<file path="src/rtl/alu_pkg.sv">
// Shared ALU definitions: opcode constants, PSR bit indices, default widths,
// buffer occupancy encoding and the opcode classifiers used by the decoder
// and by the writeback stage.
package alu_pkg;

  localparam int unsigned DATA_W_DEF = 16;
  localparam int unsigned FLAG_W_DEF = 5;
  localparam int unsigned ADDR_W_DEF = 4;
  localparam int unsigned CNT_W_DEF  = 16;

  // PSR bit map
  localparam int unsigned PSR_C = 0;
  localparam int unsigned PSR_L = 1;
  localparam int unsigned PSR_F = 2;
  localparam int unsigned PSR_Z = 3;
  localparam int unsigned PSR_N = 4;

  // Full-byte opcodes
  localparam logic [7:0] OP_NOP  = 8'h00;
  localparam logic [7:0] OP_ADD  = 8'h01;
  localparam logic [7:0] OP_AND  = 8'h02;
  localparam logic [7:0] OP_ADDC = 8'h07;
  localparam logic [7:0] OP_SUB  = 8'h09;
  localparam logic [7:0] OP_CMP  = 8'h0B;
  localparam logic [7:0] OP_CMPU = 8'h0C;

  // Immediate-form groups, identified by the high nibble
  localparam logic [3:0] GRP_ADDI  = 4'h5;
  localparam logic [3:0] GRP_ADDCI = 4'h7;
  localparam logic [3:0] GRP_SUBI  = 4'h9;
  localparam logic [3:0] GRP_CMPI  = 4'hB;

  typedef enum logic [1:0] {
    OCC_EMPTY = 2'd0,
    OCC_ONE   = 2'd1,
    OCC_TWO   = 2'd2
  } occ_state_t;

  // Opcodes whose flags are committed to the PSR
  function automatic logic is_flag_op(input logic [7:0] opcode);
    logic [3:0] grp;
    grp = opcode[7:4];
    return (opcode == OP_ADD) || (opcode == OP_ADDC) || (opcode == OP_SUB) ||
           (opcode == OP_CMP) || (opcode == OP_CMPU) ||
           (grp == GRP_ADDI) || (grp == GRP_ADDCI) || (grp == GRP_SUBI) ||
           (grp == GRP_CMPI);
  endfunction

  // Opcodes that produce a register-file write (compares and NOP do not)
  function automatic logic is_wb_op(input logic [7:0] opcode);
    return !((opcode == OP_NOP) || (opcode == OP_CMP) || (opcode == OP_CMPU) ||
             (opcode[7:4] == GRP_CMPI));
  endfunction

endpackage

</file>
<file path="src/rtl/skid_buffer.sv">
// Two-entry valid/ready buffer with registered in_ready and out_valid.
// Ports: clk, reset_n (async active-low), flush (sync discard),
//        in_valid/in_ready/in_data (upstream), out_valid/out_ready/out_data
//        (downstream; out_data is the head entry).
module skid_buffer
  import alu_pkg::*;
#(
  parameter int unsigned W = 20
) (
  input  logic         clk,
  input  logic         reset_n,
  input  logic         flush,
  input  logic         in_valid,
  output logic         in_ready,
  input  logic [W-1:0] in_data,
  output logic         out_valid,
  input  logic         out_ready,
  output logic [W-1:0] out_data
);

  occ_state_t   state, state_nxt;
  logic [W-1:0] main_q, main_nxt;
  logic [W-1:0] skid_q, skid_nxt;
  logic         in_ready_nxt, out_valid_nxt;
  logic         accept, push;

  assign accept   = in_valid && in_ready;
  assign push     = out_valid && out_ready;
  assign out_data = main_q;

  // State, storage and handshake registers
  always_ff @(posedge clk or negedge reset_n) begin
    if (!reset_n) begin
      state     <= OCC_EMPTY;
      main_q    <= '0;
      skid_q    <= '0;
      in_ready  <= 1'b1;
      out_valid <= 1'b0;
    end else begin
      state     <= state_nxt;
      main_q    <= main_nxt;
      skid_q    <= skid_nxt;
      in_ready  <= in_ready_nxt;
      out_valid <= out_valid_nxt;
    end
  end

  // Occupancy transitions; main always holds the head entry
  always_comb begin
    state_nxt = state;
    main_nxt  = main_q;
    skid_nxt  = skid_q;
    unique case (state)
      OCC_EMPTY: begin
        if (accept) begin
          state_nxt = OCC_ONE;
          main_nxt  = in_data;
        end
      end
      OCC_ONE: begin
        if (accept && !push) begin
          state_nxt = OCC_TWO;
          skid_nxt  = in_data;
        end else if (accept && push) begin
          main_nxt = in_data;
        end else if (push) begin
          state_nxt = OCC_EMPTY;
        end
      end
      OCC_TWO: begin
        if (push) begin
          state_nxt = OCC_ONE;
          main_nxt  = skid_q;
        end
      end
      default: state_nxt = OCC_EMPTY;
    endcase
    if (flush) begin
      state_nxt = OCC_EMPTY;
    end
    in_ready_nxt  = (state_nxt != OCC_TWO);
    out_valid_nxt = (state_nxt != OCC_EMPTY);
  end

endmodule

</file>
<file path="src/rtl/alu_writeback_stage.sv">
// Registered stage after the combinational ALU: buffers results for the
// register-file write port, owns the PSR and counts retired writebacks.
// Ports: clk, reset_n (async active-low), flush; ALU side in_valid/in_ready,
//        alu_c, alu_flags, alu_opcode, dest_addr; writeback side wb_valid,
//        wb_ready, wb_data, wb_addr; psr, psr_carry (ALU carry-in), retire_cnt.
module alu_writeback_stage
  import alu_pkg::*;
#(
  parameter int unsigned DATA_W = DATA_W_DEF,
  parameter int unsigned FLAG_W = FLAG_W_DEF,
  parameter int unsigned ADDR_W = ADDR_W_DEF,
  parameter int unsigned CNT_W  = CNT_W_DEF
) (
  input  logic              clk,
  input  logic              reset_n,
  input  logic              flush,
  input  logic              in_valid,
  output logic              in_ready,
  input  logic [DATA_W-1:0] alu_c,
  input  logic [FLAG_W-1:0] alu_flags,
  input  logic [7:0]        alu_opcode,
  input  logic [ADDR_W-1:0] dest_addr,
  output logic              wb_valid,
  input  logic              wb_ready,
  output logic [DATA_W-1:0] wb_data,
  output logic [ADDR_W-1:0] wb_addr,
  output logic [FLAG_W-1:0] psr,
  output logic              psr_carry,
  output logic [CNT_W-1:0]  retire_cnt
);

  localparam int unsigned ENTRY_W = DATA_W + ADDR_W;

  logic               accept, push, buf_in_valid;
  logic [ENTRY_W-1:0] wb_entry;

  assign accept = in_valid && in_ready;
  assign push   = wb_valid && wb_ready;

  // Compares/NOP are accepted but never occupy a buffer slot
  assign buf_in_valid = in_valid && !flush && is_wb_op(alu_opcode);

  skid_buffer #(.W(ENTRY_W)) u_skid (
    .clk       (clk),
    .reset_n   (reset_n),
    .flush     (flush),
    .in_valid  (buf_in_valid),
    .in_ready  (in_ready),
    .in_data   ({dest_addr, alu_c}),
    .out_valid (wb_valid),
    .out_ready (wb_ready),
    .out_data  (wb_entry)
  );

  assign wb_data   = wb_entry[DATA_W-1:0];
  assign wb_addr   = wb_entry[DATA_W +: ADDR_W];
  assign psr_carry = psr[PSR_C];

  // PSR commits on the accept edge; a flushed accept is discarded
  always_ff @(posedge clk or negedge reset_n) begin
    if (!reset_n) begin
      psr <= '0;
    end else if (accept && !flush && is_flag_op(alu_opcode)) begin
      psr <= alu_flags;
    end
  end

  // Retired writebacks, wrapping; a push coincident with flush still counts
  always_ff @(posedge clk or negedge reset_n) begin
    if (!reset_n) begin
      retire_cnt <= '0;
    end else if (push) begin
      retire_cnt <= retire_cnt + CNT_W'(1);
    end
  end

endmodule

</file>
<file path="config.mk">
export PLATFORM = sky130hd
export DESIGN_NAME = alu_writeback_stage
export DESIGN_NICKNAME = d
export VERILOG_FILES = /design/src/rtl/alu_pkg.sv /design/src/rtl/skid_buffer.sv /design/src/rtl/alu_writeback_stage.sv
export SDC_FILE = /design/constraint.sdc
export NUM_CORES = 1
export LEC_CHECK = 0
export CORE_UTILIZATION = 53
export DETAILED_ROUTE_END_ITERATION = 10
export PLACE_DENSITY_LB_ADDON = 0.25
export SLEW_MARGIN = 15
export SYNTH_ARGS = -nofsm -noshare
export SYNTH_HDL_FRONTEND = slang
export SYNTH_SLANG_ARGS = --single-unit
</file>
<file path="constraint.sdc">
create_clock -name clk -period 5.7 [get_ports clk]
set_input_delay 1.425 -clock clk [delete_from_list [all_inputs] [get_ports clk]]
set_output_delay 1.425 -clock clk [all_outputs]
set_load 0.02 [all_outputs]
</file>
==> results.yml <==
run_status:
  status: "complete, no violations"
worst_hold_path:
  hp-class: "reg -> reg"
routing:
  avgRoutedWirePerCell_um: 16.60
  drc: 0
  drtPass1Iterations: 4
  viasPerCell: 5.674
  ant_nets: 0
  vias: 2366
  drtIter0Drc: 70
  wl_um: 6922
synth:
  synth_top_area_share: 0.4781
  async_reset_ff_frac: 1.000
  syn_area_sq_um: 3349
  syn_inst: 254
  synth_top_flop_cell: "dfrtp_1"
  synth_area_leaders: "dfrtp_1, mux2_4, mux2_2, xnor2_1, nand4_1"
  synth_top_cell_by_area: "dfrtp_1"
  synth_fp_nets: 293
  synth-seq-cells: 65
  synth-edff-count: 0
  seq_area_frac_synth: 0.4860
  synth_cell_type_count: 46
  yosysWarnings: 0
  synth_area_per_cell_sq_um: 13.19
clock_tree:
  cts_max_path_buffers: 2
  path_clk_slew_ns: 0.07
  clkLatencyLatePin_ns: 0.33
  cts_htree_levels: 3
  cts_sinks: 65
  cts_setup_buffers: 0
  cts_resized: 0
  cts_tree: "done"
  cts_hold_buf: 0
  root_buffer: "clkbuf_8"
  cts_made_buffers: 9
sta:
  rsz0062_at_grt: "no"
  hold_viol: 0
  slew_headroom: 0.2909
  slew_violations: 0
  period_share: 0.6722
  max_freq_ghz: 0.2610
  fin_crit_ns: 3.831
  setup_tns_ns: 0
  setup_viol: 0
  whs_ns: 0.4795
  fin_worst_skew_ns: 0.006870
  tightest_slew_ns: 1.062
job:
  maxCapViolCount: 0
setup_path:
  crit_type: "in -> reg"
  end_kind: "flip-flop"
  required_ns: 5.91
  start_kind: "input port"
  crit_fanout: 20
  crit_arrival_ns: 4.04
global_routing:
  grt_max_degree: 66
  grt_use_total: 0.2218
  antenna_found_initial: 0
  grt_pass1_wl_um: 10940
  grt_overflow_total: 0
  grt_pass1_vias: 2294
placement:
  place_area_sq_um: 4192
  post-dp-hpwl_um: 4731
  numPortBuffers: 81
  dpl.cell_count: 402
  place_congestion: 0.8432
floorplanning:
  core_area_sq_um: 5991
  fp-row-count: 28
  initial_core_util: 0.5591
  chipWidth_um: 81.50
  dieHeight_um: 81.50
  ioPinCount: 82
  dieArea_sq_um: 6641
finish:
  final_cells: 417
  nets: 377
  num_antenna_cells: 0
  fin_area_sq_um: 4405
  drive_above_1_share: 0.2485
  syn_to_final_growth_pct: 31.53
power_and_ir_drop:
  p_per_area_nw_per_um2: 349.0
  ir_drop_mv: 0.2494
  p_leak_uw: 0.001890
## registers in the layout, indices dropped and copies added, names as in the netlist
register and flops:
u_skid.out_data 20, retire_cnt 16, u_skid.skid_q 20, u_skid.in_ready 1, psr 5, u_skid.out_valid 1
u_skid.state 2
## worst paths after layout
kind / from / end / slack, ns / cells after the start
setup / recovery: flush / u_skid.skid_q[12] / 1.87 / 5
hold reg to reg: retire_cnt[15] / retire_cnt[15] / 0.48 / 1
min in group asynchronous: reset_n / u_skid.skid_q[1] / 1.26 / 2
hold / removal: retire_cnt[15] / retire_cnt[15] / 0.48 / 1
max in group asynchronous: reset_n / retire_cnt[9] / 3.91 / 2
setup reg to reg: u_skid.in_ready / u_skid.skid_q[12] / 3.07 / 4
## synthesized netlist by cell type (all sizes together), types with 6 or more instances
| cell | instances |
|---|---|
| nand4 | 11 |
| dfrtp | 64 |
| xnor2 | 11 |
| mux2 | 60 |
| buf | 6 |
| nand3 | 11 |
| and2 | 8 |
| and4 | 6 |
| nand2 | 15 |
| a221oi | 7 |
## worst max-delay path: stages
cell	delay [ns]
clkdlybuf4s50_1	0.51
nand3b_1	0.38
a221oi_2	0.48
nand3_2	0.71
mux2_4	0.53
## layer usage
layer  routed length (um)  GRT usage  up-vias
met3                  347    0.05222        6
met1                 3211     0.2918     1172
li1                     -          -     1122
met5                    0          0        -
met2                 3306     0.3525       66
met4                   56    0.08750        0
## layout make-up
type | instances | area (sq um)
Multi-Input combinational cell | 178 | 1649
Clock inverter | 2 | 35.03
Timing Repair Buffer | 82 | 813.3
Inverter | 2 | 7.507
Sequential cell | 65 | 1628
Clock buffer | 13 | 178.9
Tap cell | 75 | 93.84
Fill cell | 420 | 1585
## where the power goes
group	total (uW)	switching, uW	internal (uW)
sequential	658	80.6	577
clock	415	168	247
combinational	465	182	283
## cells in the final DEF (no fill, tap or decap), types with 2 or more instances in the layout
master	synthesis	routed
clkdlybuf4s50_1	0	80
dfrtp_1	64	64
mux2_4	40	40
mux2_2	20	20
nand2_1	15	15
clkbuf_8	0	13
xnor2_1	11	11
nand4_1	10	10
nand3_1	10	10
a221oi_1	6	6
and4_1	6	6
xor2_1	5	5
o2111ai_1	5	5
and2_0	5	5
nor2_1	5	4
nand2b_1	3	3
and2_1	3	3
a21oi_1	3	3
nor3_1	3	3
inv_1	2	2
nor2b_1	2	2
nand3b_1	2	2
nor4_1	2	2
and3b_1	2	2
and3_1	2	2
## logic make-up (layout without fill, tap and decap cells)
kind of cell	Yosys count	count (layout)	synth area share
XOR/XNOR	16	16	0.04184
multiplexers	60	60	0.2465
AO/OA/AOI/OAI	24	24	0.05865
flip-flops	65	65	0.4860
buffers and inverters	11	99	0.02241
adder cells (fa/ha/maj)	2	2	0.006723
AND/OR/NAND/NOR	76	76	0.1378
## stage by stage
| stage | utilization | worst slack, ns | power [uW] |
|---|---|---|---|
| floorplan | - | 2.925 | 929.7 |
| global placement | 0.6997 | 1.668 | 1113 |
| detailed placement | 0.6997 | 1.538 | 1130 |
| CTS | 0.7354 | 1.895 | 1553 |
| global route | 0.7354 | 1.784 | 1614 |
| finish | 0.7354 | 1.869 | 1538 |
Power figures use the tool's default switching activity.
